**src/rtl/ram_stream_loader_if.sv**
```systemverilog
// Bus bundle between the operand/result streams, the core's RAM ports and the loader.
// Defining LOADER_LAST_EN adds out_last to the bundle and to both modports.
interface ram_stream_loader_if #(
    parameter int DATA_W = 16,
    parameter int RES_W  = 32,
    parameter int ADDR_W = 5
);
    logic              in_valid;
    logic [DATA_W-1:0] in_data;
    logic              in_ready;
    logic              iram_we;
    logic [ADDR_W-1:0] iram_addr;
    logic [DATA_W-1:0] iram_wdata;
    logic              core_start;
    logic              core_done;
    logic [ADDR_W-1:0] oram_addr;
    logic [RES_W-1:0]  oram_rdata;
    logic              out_valid;
    logic [RES_W-1:0]  out_data;
    logic              out_ready;
    logic              busy;
`ifdef LOADER_LAST_EN
    logic              out_last;

    modport master (
        input  in_valid, in_data, core_done, oram_rdata, out_ready,
        output in_ready, iram_we, iram_addr, iram_wdata, core_start,
               oram_addr, out_valid, out_data, busy, out_last
    );
    modport slave (
        output in_valid, in_data, core_done, oram_rdata, out_ready,
        input  in_ready, iram_we, iram_addr, iram_wdata, core_start,
               oram_addr, out_valid, out_data, busy, out_last
    );
`else
    modport master (
        input  in_valid, in_data, core_done, oram_rdata, out_ready,
        output in_ready, iram_we, iram_addr, iram_wdata, core_start,
               oram_addr, out_valid, out_data, busy
    );
    modport slave (
        output in_valid, in_data, core_done, oram_rdata, out_ready,
        input  in_ready, iram_we, iram_addr, iram_wdata, core_start,
               oram_addr, out_valid, out_data, busy
    );
`endif
endinterface

```
**src/rtl/ram_stream_loader.sv**
```systemverilog
// Loads 2*N_PAIRS operand words into the input RAM, kicks the core, then streams N_PAIRS results out.
// Optional out_last flag on the final result is enabled by defining LOADER_LAST_EN.
module ram_stream_loader #(
    parameter int DATA_W  = 16,
    parameter int RES_W   = 32,
    parameter int N_PAIRS = 8,
    parameter int ADDR_W  = 5
) (
    input  logic                 clk,
    input  logic                 rst,
    ram_stream_loader_if.master  bus
);
    localparam logic [2:0] S_IDLE      = 3'd0;
    localparam logic [2:0] S_FILL      = 3'd1;
    localparam logic [2:0] S_KICK      = 3'd2;
    localparam logic [2:0] S_WAIT_DONE = 3'd3;
    localparam logic [2:0] S_RD_REQ    = 3'd4;
    localparam logic [2:0] S_RD_WAIT   = 3'd5;
    localparam logic [2:0] S_DRAIN     = 3'd6;

    localparam logic [ADDR_W:0] LAST_WORD = (ADDR_W+1)'(2*N_PAIRS-1);
    localparam logic [ADDR_W:0] LAST_RES  = (ADDR_W+1)'(N_PAIRS-1);

    logic [2:0]       r_state;
    logic [ADDR_W:0]  r_wcnt;
    logic [ADDR_W:0]  r_rcnt;
    logic [RES_W-1:0] r_out_data;

    logic w_in_ready;
    logic w_accept;

    // Gated by rst so every output reads 0 while reset is held, even in IDLE.
    assign w_in_ready = !rst && ((r_state == S_IDLE) || (r_state == S_FILL));
    assign w_accept   = w_in_ready && bus.in_valid;

    assign bus.in_ready   = w_in_ready;
    assign bus.iram_we    = w_accept;
    assign bus.iram_addr  = r_wcnt[ADDR_W-1:0];
    assign bus.iram_wdata = w_accept ? bus.in_data : '0;
    assign bus.core_start = (r_state == S_KICK);
    assign bus.oram_addr  = r_rcnt[ADDR_W-1:0];
    assign bus.out_valid  = (r_state == S_DRAIN);
    assign bus.out_data   = r_out_data;
    assign bus.busy       = (r_state != S_IDLE);
`ifdef LOADER_LAST_EN
    assign bus.out_last   = (r_state == S_DRAIN) && (r_rcnt == LAST_RES);
`endif

    // NOTE: all state here uses non-blocking assignments so every branch sees pre-edge values.
    always_ff @(posedge clk or posedge rst) begin
        if (rst) begin
            r_state    <= S_IDLE;
            r_wcnt     <= '0;
            r_rcnt     <= '0;
            r_out_data <= '0;
        end else begin
            case (r_state)
                S_IDLE, S_FILL: begin
                    if (w_accept) begin
                        r_wcnt  <= r_wcnt + 1'b1;
                        r_state <= (r_wcnt == LAST_WORD) ? S_KICK : S_FILL;
                    end
                end
                S_KICK: begin
                    r_state <= S_WAIT_DONE;
                end
                S_WAIT_DONE: begin
                    if (bus.core_done) begin
                        r_rcnt  <= '0;
                        r_state <= S_RD_REQ;
                    end
                end
                S_RD_REQ: begin
                    r_state <= S_RD_WAIT;
                end
                S_RD_WAIT: begin
                    // The output RAM has a one-cycle read latency, so data is valid here.
                    r_out_data <= bus.oram_rdata;
                    r_state    <= S_DRAIN;
                end
                S_DRAIN: begin
                    if (bus.out_ready) begin
                        r_rcnt <= r_rcnt + 1'b1;
                        if (r_rcnt == LAST_RES) begin
                            r_wcnt  <= '0;
                            r_state <= S_IDLE;
                        end else begin
                            r_state <= S_RD_REQ;
                        end
                    end
                end
                default: begin
                    r_state <= S_IDLE;
                end
            endcase
        end
    end
endmodule

```
**src/flat_wrapper.sv**
```systemverilog
// flat-port wrapper written by rule: the top's interface ports become plain ports
module ram_stream_loader_flat 
#(
    parameter int DATA_W  = 16,
    parameter int RES_W   = 32,
    parameter int N_PAIRS = 8,
    parameter int ADDR_W  = 5
)
  (clk, rst, bus_in_valid, bus_in_data, bus_core_done, bus_oram_rdata, bus_out_ready, bus_in_ready, bus_iram_we, bus_iram_addr, bus_iram_wdata, bus_core_start, bus_oram_addr, bus_out_valid, bus_out_data, bus_busy);
  ram_stream_loader_if #(.DATA_W(DATA_W), .RES_W(RES_W), .ADDR_W(ADDR_W)) bus_i ();
  input  logic clk;
  input  logic rst;
  input wire logic [$bits(bus_i.in_valid)-1:0] bus_in_valid;
  input wire logic [$bits(bus_i.in_data)-1:0] bus_in_data;
  input wire logic [$bits(bus_i.core_done)-1:0] bus_core_done;
  input wire logic [$bits(bus_i.oram_rdata)-1:0] bus_oram_rdata;
  input wire logic [$bits(bus_i.out_ready)-1:0] bus_out_ready;
  output wire logic [$bits(bus_i.in_ready)-1:0] bus_in_ready;
  output wire logic [$bits(bus_i.iram_we)-1:0] bus_iram_we;
  output wire logic [$bits(bus_i.iram_addr)-1:0] bus_iram_addr;
  output wire logic [$bits(bus_i.iram_wdata)-1:0] bus_iram_wdata;
  output wire logic [$bits(bus_i.core_start)-1:0] bus_core_start;
  output wire logic [$bits(bus_i.oram_addr)-1:0] bus_oram_addr;
  output wire logic [$bits(bus_i.out_valid)-1:0] bus_out_valid;
  output wire logic [$bits(bus_i.out_data)-1:0] bus_out_data;
  output wire logic [$bits(bus_i.busy)-1:0] bus_busy;
  assign bus_i.in_valid = bus_in_valid;
  assign bus_i.in_data = bus_in_data;
  assign bus_i.core_done = bus_core_done;
  assign bus_i.oram_rdata = bus_oram_rdata;
  assign bus_i.out_ready = bus_out_ready;
  assign bus_in_ready = bus_i.in_ready;
  assign bus_iram_we = bus_i.iram_we;
  assign bus_iram_addr = bus_i.iram_addr;
  assign bus_iram_wdata = bus_i.iram_wdata;
  assign bus_core_start = bus_i.core_start;
  assign bus_oram_addr = bus_i.oram_addr;
  assign bus_out_valid = bus_i.out_valid;
  assign bus_out_data = bus_i.out_data;
  assign bus_busy = bus_i.busy;
  ram_stream_loader #(.DATA_W(DATA_W), .RES_W(RES_W), .N_PAIRS(N_PAIRS), .ADDR_W(ADDR_W)) u_core (.clk(clk), .rst(rst), .bus(bus_i));
endmodule
```
**config.mk**
```make
export PLATFORM = sky130hd
export DESIGN_NAME = ram_stream_loader_flat
export DESIGN_NICKNAME = d
export VERILOG_FILES = /design/src/rtl/ram_stream_loader_if.sv /design/src/rtl/ram_stream_loader.sv /design/src/flat_wrapper.sv
export SDC_FILE = /design/constraint.sdc
export NUM_CORES = 1
export LEC_CHECK = 0
export BUFFER_PORTS_ARGS = -buffer_cell sky130_fd_sc_hd__buf_2
export CAP_MARGIN = 20
export CORE_AREA = 2 2 78 80
export DETAILED_ROUTE_END_ITERATION = 10
export DIE_AREA = 0 0 80 82
export PLACE_DENSITY = 0.73
export SLEW_MARGIN = 20
export SYNTH_ARGS = -nofsm -noshare
export SYNTH_HDL_FRONTEND = slang
export SYNTH_SLANG_ARGS = --single-unit
```
**constraint.sdc**
```tcl
create_clock -name clk -period 1.4 [get_ports clk]
set_input_delay 0.28 -clock clk [delete_from_list [all_inputs] [get_ports clk]]
set_output_delay 0.28 -clock clk [all_outputs]
set_load 0.005 [all_outputs]
```
==> Word-level counts from Yosys, hierarchy flattened <==
Cells that the tools add are included.
{ "totals": {"romBits": 0, "inputBits": 53, "output_inout_bits": 63, "ram_bits": 0, "n_memories": 0, "regBits": 47, "latchBits": 0} }
{ "op_classes": {"mux": 14, "n_lt_le_gt_ge": 0, "n_eq_ne": 12, "n_mul": 0, "n_reduce_logical": 12, "bitwise_logic": 0, "shifts": 0, "n_addsub": 2, "div_mod_pow": 0} }
{ "ops": {"columns": ["cell", "count"], "rows": [
  ["$mux W6", 5],
  ["$pmux W6 S2", 2],
  ["$pmux W3 S6", 1],
  ["$mux W16", 1],
  ["$add A6 B1 Y6 const B", 2],
  ["$mux W3", 4],
  ["$eq A3 B3 Y1 const B", 3],
  ["$eq A3 B2 Y1 const B", 2],
  ["$eq A6 B3 Y1 const B", 1],
  ["$eq A6 B4 Y1 const B", 1],
  ["$reduce_and A3 Y1", 2],
  ["$ne A2 B1 Y1 const B", 2],
  ["$ne A2 B2 Y1 const B", 2],
  ["$reduce_and A4 Y1", 1],
  ["$reduce_bool A2 Y1", 2],
  ["$eq A3 B1 Y1 const B", 1],
  ["$logic_not A3 Y1", 1],
  ["$reduce_bool A3 Y1", 1],
  ["$logic_and A1 B1 Y1", 2],
  ["$mux W2", 1],
  ["$reduce_or A2 Y1", 1],
  ["$logic_not A1 Y1", 1],
  ["$logic_or A1 B1 Y1", 1]
]} }

==> Logic depth before layout (Yosys ltp) <==
Gate-level depths: netlist of the first run.
{ "logic_depth": {"depth_word": 6, "depth_mapped": 5, "ltp_nobuf": 5} }

==> Worst setup path before layout of the first run <==
No wires, ideal clock.
{ "synth_timing": {"path_kind": "flip-flop to output port", "from": "reg u_core.r_state[1]", "to": "out bus_iram_wdata[0]", "arrival_ns": 1.310, "t_required_ns": 1.120, "setup_slack_ns": -0.190, "path_stages_with_launch": 5, "path_cell_list": "dfrtp_1 > or4b_4 > inv_1 > buf_2 > and2_1"} }
{ "synth_between": {"elab_chain_len": 5} }
{ "synth_rtl": {"columns": ["item", "line", "text"], "rows": [
  ["start: declaration", "ram_stream_loader.sv:24", "logic [2:0] r_state;"],
  ["start signal: assignment", "ram_stream_loader.sv:61", "r_state <= (r_wcnt == LAST_WORD) ? S_KICK : S_FILL;"],
  ["$eq A3 B1 Y1 / $logic_not A3 Y1 (equally long branches)", "ram_stream_loader.sv:33", "assign w_in_ready = !rst && ((r_state == S_IDLE) || (r_state == S_FILL));"],
  ["$logic_or A1 B1 Y1 *", "ram_stream_loader.sv:33", null],
  ["$logic_and A1 B1 Y1 *", "ram_stream_loader.sv:33", null],
  ["$logic_and A1 B1 Y1 *", "ram_stream_loader.sv:34", "assign w_accept = w_in_ready && bus.in_valid;"],
  ["named net bus_iram_we", "flat_wrapper.sv:19", "output wire logic [$bits(bus_i.iram_we)-1:0] bus_iram_we;"],
  ["$mux W16 *", "ram_stream_loader.sv:39", "assign bus.iram_wdata = w_accept ? bus.in_data : '0;"],
  ["end: declaration", "flat_wrapper.sv:21", "output wire logic [$bits(bus_i.iram_wdata)-1:0] bus_iram_wdata;"]
]} }
The timed path passes the listed nets; every way through them passes the cells marked *.

==> Worst setup path after layout of the first run <==
{ "layout_timing": {"from": "reg u_core.r_state[1]", "to": "out bus_iram_wdata[9]"} }
{ "layout_between": {"elab_chain_len": 5} }
{ "layout_rtl": {"columns": ["item", "line"], "rows": [
  ["$eq A3 B1 Y1 / $logic_not A3 Y1 (equally long branches)", "ram_stream_loader.sv:33"],
  ["$logic_or A1 B1 Y1 *", "ram_stream_loader.sv:33"],
  ["$logic_and A1 B1 Y1 *", "ram_stream_loader.sv:33"],
  ["$logic_and A1 B1 Y1 *", "ram_stream_loader.sv:34"],
  ["$mux W16 *", "ram_stream_loader.sv:39"]
]} }
Mark *: on every way between the ends. The rest lies on a longest branch, timed or not.

==> results of run 1 <==
[final timing paths]
check / startpoint / to / slack (ns) / depth (start not counted)
setup / recovery: u_core.r_state[1] / bus_iram_wdata[9] / -0.49 / 4
hold / removal: rst / u_core.bus.out_data[28] / 0.14 / 4
setup reg to reg: u_core.r_state[1] / u_core.r_wcnt[5] / -0.44 / 7
hold reg to reg: u_core.bus.out_data[12] / u_core.bus.out_data[12] / 0.51 / 1
max in group asynchronous: rst / u_core.r_rcnt[3] / 0.93 / 4
min in group clk: bus_oram_rdata[21] / u_core.bus.out_data[21] / 0.21 / 2
[tightest hold or removal path, stage by stage]
cell	delay, ns
buf_2	0.10
buf_4	0.14
inv_2	0.05
buf_4	0.24
[stage by stage]
step                      utilization  cells  setup slack, ns
after floorplan                     -    187           -0.138
after global placement          0.514    383           -0.233
after detailed placement        0.514    383           -0.275
after CTS                       0.550    395           -0.492
after global routing            0.598    403           -0.556
final                           0.598    403           -0.489
[cells by family after synthesis]
kind of cell	after synthesis	synth area share
fa+ha+maj	2	0.0114
flops	47	0.535
simple gates	53	0.143
buf+inv	22	0.0586
xor+xnor	2	0.00797
mux	33	0.168
compound gates	28	0.0757
[cell type report]
class / instances / area (um^2)
Fill cell: 505 / 2310
Clock inverter: 2 / 35.0
Clock buffer: 6 / 82.6
Sequential cell: 47 / 1180
Multi-Input combinational cell: 118 / 1070
Inverter: 4 / 22.5
Timing Repair Buffer: 151 / 948
Tap cell: 75 / 93.8
[registers in the layout, summed over array words and instances (netlist names)]
register             count
u_core.bus.out_data     32
u_core.r_wcnt            6
u_core.r_rcnt            6
u_core.r_state           3
[layer usage]
layer  global-route usage  vias up
met5                    0        -
met4               0.0356        0
met3               0.0473        2
met2                0.255       64
met1                0.200      892
li1                     -      923
[report_power, final]
group          switching (mW)  leakage, nW  total [mW]  internal [mW]
Sequential              0.341        0.571        2.31           1.97
Clock                   0.444       0.0612        1.02          0.578
Combinational            1.24         1.22        3.28           2.04
Total                    2.02         1.85        6.61           4.58
[timing repair]
item	4_1_cts	5_1_grt
gates resized for setup	18	49
pin swaps	4	2
setup endpoints to repair	30	65
endpoints found under the hold margin	0	0
gates cloned	0	3
buffers inserted	4	5
[layout by cell type (no fill, tap or decap), types with 3 or more instances in the layout]
cell type	netlist	layout
o21ai_1	0	6
a21oi_1	6	5
nor2_1	7	5
buf_4	10	25
o21ai_0	13	6
buf_2	7	113
mux2_4	0	29
nand3_1	6	4
nand2_1	7	5
buf_6	0	8
mux2_2	32	3
dfrtp_1	47	47
and2_1	16	15
clkbuf_8	0	6
==> flow_results.org, run 1 <==
** Synthesis
- In the synthesized netlist the async set-or-reset flop fraction comes to 1.00.
- Commonest cells in the netlist :: 47 x dfrtp_1, 32 x mux2_2, 16 x and2_1, 13 x o21ai_0, 10 x buf_4
- For this run, the leading register cell type out of synthesis is dfrtp_1.
- Number of distinct library cells after synthesis :: 35
- Sorting the synthesized cells by area gives the leading types as dfrtp_1 54%, mux2_2 16%, and2_1 4.6%.
- Synthesis handed over a netlist of 187 instances.
- YS warnings :: 0
- Flip-flop and latch count after synthesis :: 47
- The number of nets in the synthesized netlist is 242.
- The largest total area in the synthesized netlist belongs to dfrtp_1.
- Yosys mapped a number of flops with a built-in enable equal to 0.
- The average instance in the mapped netlist occupies 11.8 um^2.
- The share of synthesized area in the top cell type comes to 0.535.
- By instance count, the leading cell after synthesis is dfrtp_1.
- The mapped netlist covers 0.00220 mm^2.
- Of the synthesized area, sequential elements account for 0.535.

** Worst setup path
- Along the worst path, the maximum fanout reaches 18.
- The slowest stage of the critical path belongs to the cell or4b_4.
- Critical path class :: reg2out
- STA classifies the critical path startpoint as a flop.
- The signal on the critical path passes through or4b_4 -> inv_8 -> and2_1 -> buf_2.
- STA puts the critical path data arrival time at 1.61 ns.
- Capturing element type of the critical path :: primary output
- Bufs and invs on worst path :: 2
- For the worst setup path, the data required time is 1.12 ns.
- The largest single stage delay on the critical path is 0.57 ns.
- In this design, the largest share of critical-path delay is due to simple AND/OR/NAND/NOR gates.

** STA
- The smallest clock period supported by the final layout is computed as 1.89 ns.
- The tightest hold path in the finished design has a slack of 0.136 ns.
- Setup skew after layout :: 0.0120 ns
- Unrepaired setup endpoints after global routing :: true
- The number of slew-limit violations in the final report is 0.
- Setup total negative slack on the finished layout was measured at -14.31 ns.
- Worst Max-Slew Pin Slew :: 0.375 ns
- Dividing the final minimum period by the clock period gives 1.35.
- Hold violation count in the final report :: 0
- Count of final setup violators :: 63
- Max Fclk :: 529 MHz
- After layout, the worst setup slack is -0.489 ns.
- Measured against its own limit, the worst slew margin works out to 0.750.

** Flow run
- Across the run, the number of max-cap violations was 0.

** Route
- The detailed router put a total of 2350 um of wire on met1.
- Via density per instance :: 4.67
- The count of nets left with antenna violations once routing finished came out at 0.
- DRC violation count after routing :: 0
- Routed via count :: 1881
- Routed wire length on met3 :: 311 um
- Routed WL :: 5500 um
- Iteration-0 DRC count of the detailed router :: 106
- Wire per inst :: 13.6 um
- Before antenna repair, the detailed router went through 4 iterations.
- Summed over all nets, wire length on met2 after detailed routing comes to 2830 um.
- Top metal layer carrying routed signals :: met4

** Pwr
- Power spread over the standard cell area amounts to 1920 mW/mm^2.
- Pwr Total :: 6.61 mW
- Worst VDD drop :: 0.00103 V
- Leak :: 1.85 nW

** Clocking
- After clock tree synthesis, the flow added hold-fix buffers numbering 0.
- After clock tree synthesis, the clock-pin slew on the worst setup and hold paths is 0.09 ns.
- Clk Tree Root Cell :: clkbuf_8
- The clock net in this run drives a total of 47 sinks.
- CTS Buffer Depth :: 2
- Clock buffer count from CTS :: 5
- Clock tree from TritonCTS :: built
- Worst skew pair latency :: 0.30 ns
- In this run the number of H-tree levels came out at 2.

** Cells and area
- Share of post-route cells with drive strength above 1 :: 0.649
- Final antenna diode count :: 0
- The finished cells cover 0.00343 mm^2.
- Total Nets Final :: 382
- Layout area overhead :: 56.2%

** GRT
- Global route total overflow :: 0
- In the global route stage, overall resource usage came out at 0.154.
- The initial antenna violation count came to 0.
- Number of global-route vias before repair :: 1768
- The first global-routing pass estimated 7910 um of wire.
- Pin count of the biggest net entering global routing :: 32

** Floorplan
- Standard cell core area :: 0.00575 mm^2
- For this configuration, the core starts out at a cell density of 0.383.
- Die span in x :: 80 um
- The die covers 0.00656 mm^2.
- Die extent in y :: 82 um
- After floorplanning, the core was divided into 28 placement rows.
- Count of pins on the block boundary :: 116

** Placement
- Detailed-placement wirelength estimate :: 3690 um
- At the end of routability-driven placement, the weighted congestion stood at 0.739.
- Number of buffers inserted by port buffering :: 115
- Cell area after placement :: 0.00295 mm^2

** Outcome
- Run status :: complete, but fails checks
- The checks that failed: setup timing.

** Min path
- Worst min-delay path category :: in2async
No activity file was read; power rests on OpenSTA's default activity.
==> inputs of run 2 (changes only) <==
--- a/config.mk
+++ b/config.mk
@@ -7,10 +7,10 @@
 export LEC_CHECK = 0
 export BUFFER_PORTS_ARGS = -buffer_cell sky130_fd_sc_hd__buf_2
 export CAP_MARGIN = 20
-export CORE_AREA = 2 2 78 80
+export CORE_AREA = 2 2 73 75
 export DETAILED_ROUTE_END_ITERATION = 10
-export DIE_AREA = 0 0 80 82
-export PLACE_DENSITY = 0.73
+export DIE_AREA = 0 0 75 77
+export PLACE_DENSITY = 0.79
 export SLEW_MARGIN = 20
 export SYNTH_ARGS = -nofsm -noshare
 export SYNTH_HDL_FRONTEND = slang
==> constraint.sdc (replaced) <==
create_clock -name clk -period 1.8 [get_ports clk]
set_input_delay 0.36 -clock clk [delete_from_list [all_inputs] [get_ports clk]]
set_output_delay 0.36 -clock clk [all_outputs]
set_load 0.005 [all_outputs]
==> flow_results.org, run 2 (same netlist as run 1, synthesis figures left out) <==
** Outcome
- Run status :: complete, but fails checks (unchanged)
- Failing checks :: setup timing (unchanged)

** STA
- Dividing the final minimum period by the clock period gives 1.12.
- Unrepaired setup endpoints after global routing :: true (unchanged)
- Hold violation count in the final report :: 0 (unchanged)
- Fin. max-slew vios :: 0 (unchanged)
- Max Fclk :: 494 MHz
- Crit path setup slack, layout :: -0.224 ns (was -0.489 ns)
- Clock period minus worst slack :: 2.02 ns
- The final worst clock skew is 0.00412 ns (was 0.0120 ns).
- Worst Max-Slew Pin Slew :: 0.390 ns (was 0.375 ns)
- The final-report setup violation count was 17 (was 63).
- The relative max-transition margin came to 0.740 (was 0.750).
- The final total negative setup slack was -3.25 ns (was -14.31 ns).

** Worst setup path
- The worst reg-to-reg setup slack was 0.06 ns (was -0.44 ns).
- The endpoint type of the worst setup path is a primary output (unchanged).
- Slowest stage cell on the critical path :: or4b_4 (unchanged)
- Worst Path Arrival :: 1.66 ns (was 1.61 ns)
- The peak per-stage delay on the critical path is 0.53 ns (was 0.57 ns).
- Critical-path cell list :: or4b_4 -> inv_4 -> clkbuf_16 -> and2_1 -> buf_2 (was or4b_4 -> inv_8 -> and2_1 -> buf_2)
- The worst flop-to-flop path startpoint was u_core.r_state[1] (unchanged).
- The critical path data required time came to 1.44 ns (was 1.12 ns).
- The startpoint-to-endpoint class of the critical path is reg2out (unchanged).
- The capturing point of the worst reg2reg path is u_core.r_state[0] (was u_core.r_wcnt[5]).
- The number of cells traversed by the worst register-to-register path came to 5 (was 7).
- Kind of start point of the critical path :: flop (unchanged)
- The highest fanout seen on the critical path was 9 (was 18).

** Clocking
- The root buffer selected by CTS is clkbuf_8 (unchanged).
- Clock tree from TritonCTS :: built (unchanged)
- The clock insertion delay at the later pin of the skew report came to 0.29 ns (was 0.30 ns).
- Hold buffer count at cts :: 0 (unchanged)
- Maximum level of the CTS H-tree :: 2 (unchanged)
- The maximum number of buffers from clock root to sink was 2 (unchanged).
- Clock buffer count from CTS :: 5 (unchanged)
- Clock-pin slew on the worst setup and hold paths :: 0.08 ns (was 0.09 ns)
- Number of clock sinks seen by CTS :: 47 (unchanged)

** Route
- The number of DRC markers after the initial detailed-route iteration came to 93 (was 106).
- The routed wire length came to 4770 um (was 5500 um).
- Routed via count :: 1763 (was 1881)
- The mean number of vias per cell is 4.70 (was 4.67).
- Count of nets left with antenna violations after detail routing :: 0 (unchanged)
- Number of iterations in the first detailed-routing pass :: 4 (unchanged)
- The number of design rule violations left after detail routing is 0 (unchanged).
- The routed length per placed instance was 12.7 um (was 13.6 um).

** Cells and area
- The count of nets after finishing was 359 (was 382).
- Most common cell after layout, fill and taps aside :: buf_2 (unchanged)
- Post-route cell area :: 0.00302 mm^2 (was 0.00343 mm^2)
- Commonest cells after routing, fill and taps aside: 114 x buf_2, 47 x dfrtp_1, 32 x mux2_2, 15 x and2_1, 13 x o21ai_0 (was 113 x buf_2, 47 x dfrtp_1, 29 x mux2_4, 25 x buf_4, 15 x and2_1).
- The flip-flop count of the largest register, all copies and words added was 32 (unchanged).
- The final core utilization came to 0.606 (was 0.598).
- Layout area overhead :: 37.2% (was 56.2%)
- The final antenna diode count was 0 (unchanged).
- The layout cell share with drive strength beyond 1 is 0.574 (was 0.649).

** Placement
- Detailed-placement wirelength estimate :: 3610 um (was 3690 um)
- The total of buffers placed on input and output ports came to 115 (unchanged).
- The global placement routability congestion is 0.798 (was 0.739).
- The post-placement worst setup slack came to -0.00299 ns (was -0.275 ns).
- Cell area after placement :: 0.00286 mm^2 (was 0.00295 mm^2)

** Flow run
- Number of maximum-capacitance violations :: 0 (unchanged)

** Floorplan
- The starting density of the core came to 0.442 (was 0.383).
- Area of the die :: 0.00578 mm^2 (was 0.00656 mm^2)
- Die span in x :: 75 um (was 80 um)
- Count of pins on the block boundary :: 116 (unchanged)
- The die extent in y was 77 um (was 82 um).
- Standard cell core area :: 0.00498 mm^2 (was 0.00575 mm^2)
- Count of standard-cell rows :: 26 (was 28)

** Pwr
- The power density normalized to cell area came to 1440 mW/mm^2 (was 1920 mW/mm^2).
- Leak :: 1.55 nW (was 1.85 nW)
- The sum of internal, switching and leakage power is 4.34 mW (was 6.61 mW).
- Worst VDD drop :: 0.000903 V (was 0.00103 V)

** GRT
- The global-route wire length before repair is 7720 um (was 7910 um).
- Total GRT Usage :: 0.171 (was 0.154)
- Global route total overflow :: 0 (unchanged)
- Number of global-route vias before repair :: 1647 (was 1768)
- The initial antenna violation count is 0 (unchanged).
- Pin count of the biggest net entering global routing :: 30 (was 32)

** Min path
- The classification of the worst-slack hold path is in2async (unchanged).
==> run 2: critical path: cells and delay by family (launching register included) <==
family,cells,cell delay (ns)
and+or+nand+nor,2,0.64
DFF,1,0.38
buffers and inverters,3,0.34
==> run 2: repair_timing <==
| item | in CTS | in global routing |
|---|---|---|
| cloned | 0 | 1 |
| pin swaps | 0 | 1 |
| endpoints found under the setup margin | 17 | 18 |
| buffers inserted | 0 | 1 |
| resized for setup | 1 | 3 |
==> run 2: routing by layer <==
layer | vias to the layer above | part of all wire | global-route usage | wire length, um
li1 | 876 | - | - | -
met1 | 829 | 0.44 | 0.232 | 2100
met2 | 56 | 0.48 | 0.258 | 2280
met3 | 2 | 0.075 | 0.0618 | 359
met4 | 0 | 0.0055 | 0.0429 | 26
met5 | - | 0 | 0 | 0
==> run 2: worst max-delay path by stage <==
stage	depth (start not counted)	slack (ns)	start	end
after floorplan	4	0.13	u_core.r_state[1]	bus_iram_wdata[0]
after global placement	6	0.01	rst	bus_iram_wdata[0]
after detailed placement	6	-0.003	rst	u_core.r_state[0]
after CTS	5	-0.22	u_core.r_state[1]	bus_iram_wdata[0]
after global routing	5	-0.28	u_core.r_state[1]	bus_iram_wdata[8]
final	5	-0.22	u_core.r_state[1]	bus_iram_wdata[8]
==> run 2: layout make-up <==
type | count | area (um^2)
clock buffer | 5 | 68.8
clock inverter | 3 | 43.8
fill | 398 | 1960
inverter | 4 | 17.5
multi-input combinational | 118 | 901
sequential | 47 | 1180
tap | 70 | 87.6
timing repair buffer | 128 | 722
==> run 2: power by group <==
| group | internal (mW) | switching [mW] | leakage [nW] |
|---|---|---|---|
| clock | 0.414 | 0.349 | 0.0581 |
| sequential | 1.53 | 0.306 | 0.571 |
| combinational | 1.03 | 0.713 | 0.925 |
| total | 2.97 | 1.37 | 1.55 |
==> run 2: per-stage QoR <==
step	hold slack (ns)	instances
6_report	0.210	375
5_1_grt	0.225	375
4_1_cts	0.206	373
3_5_place_dp	0.487	365
3_3_place_gp	0.481	365
2_1_floorplan	0.490	187
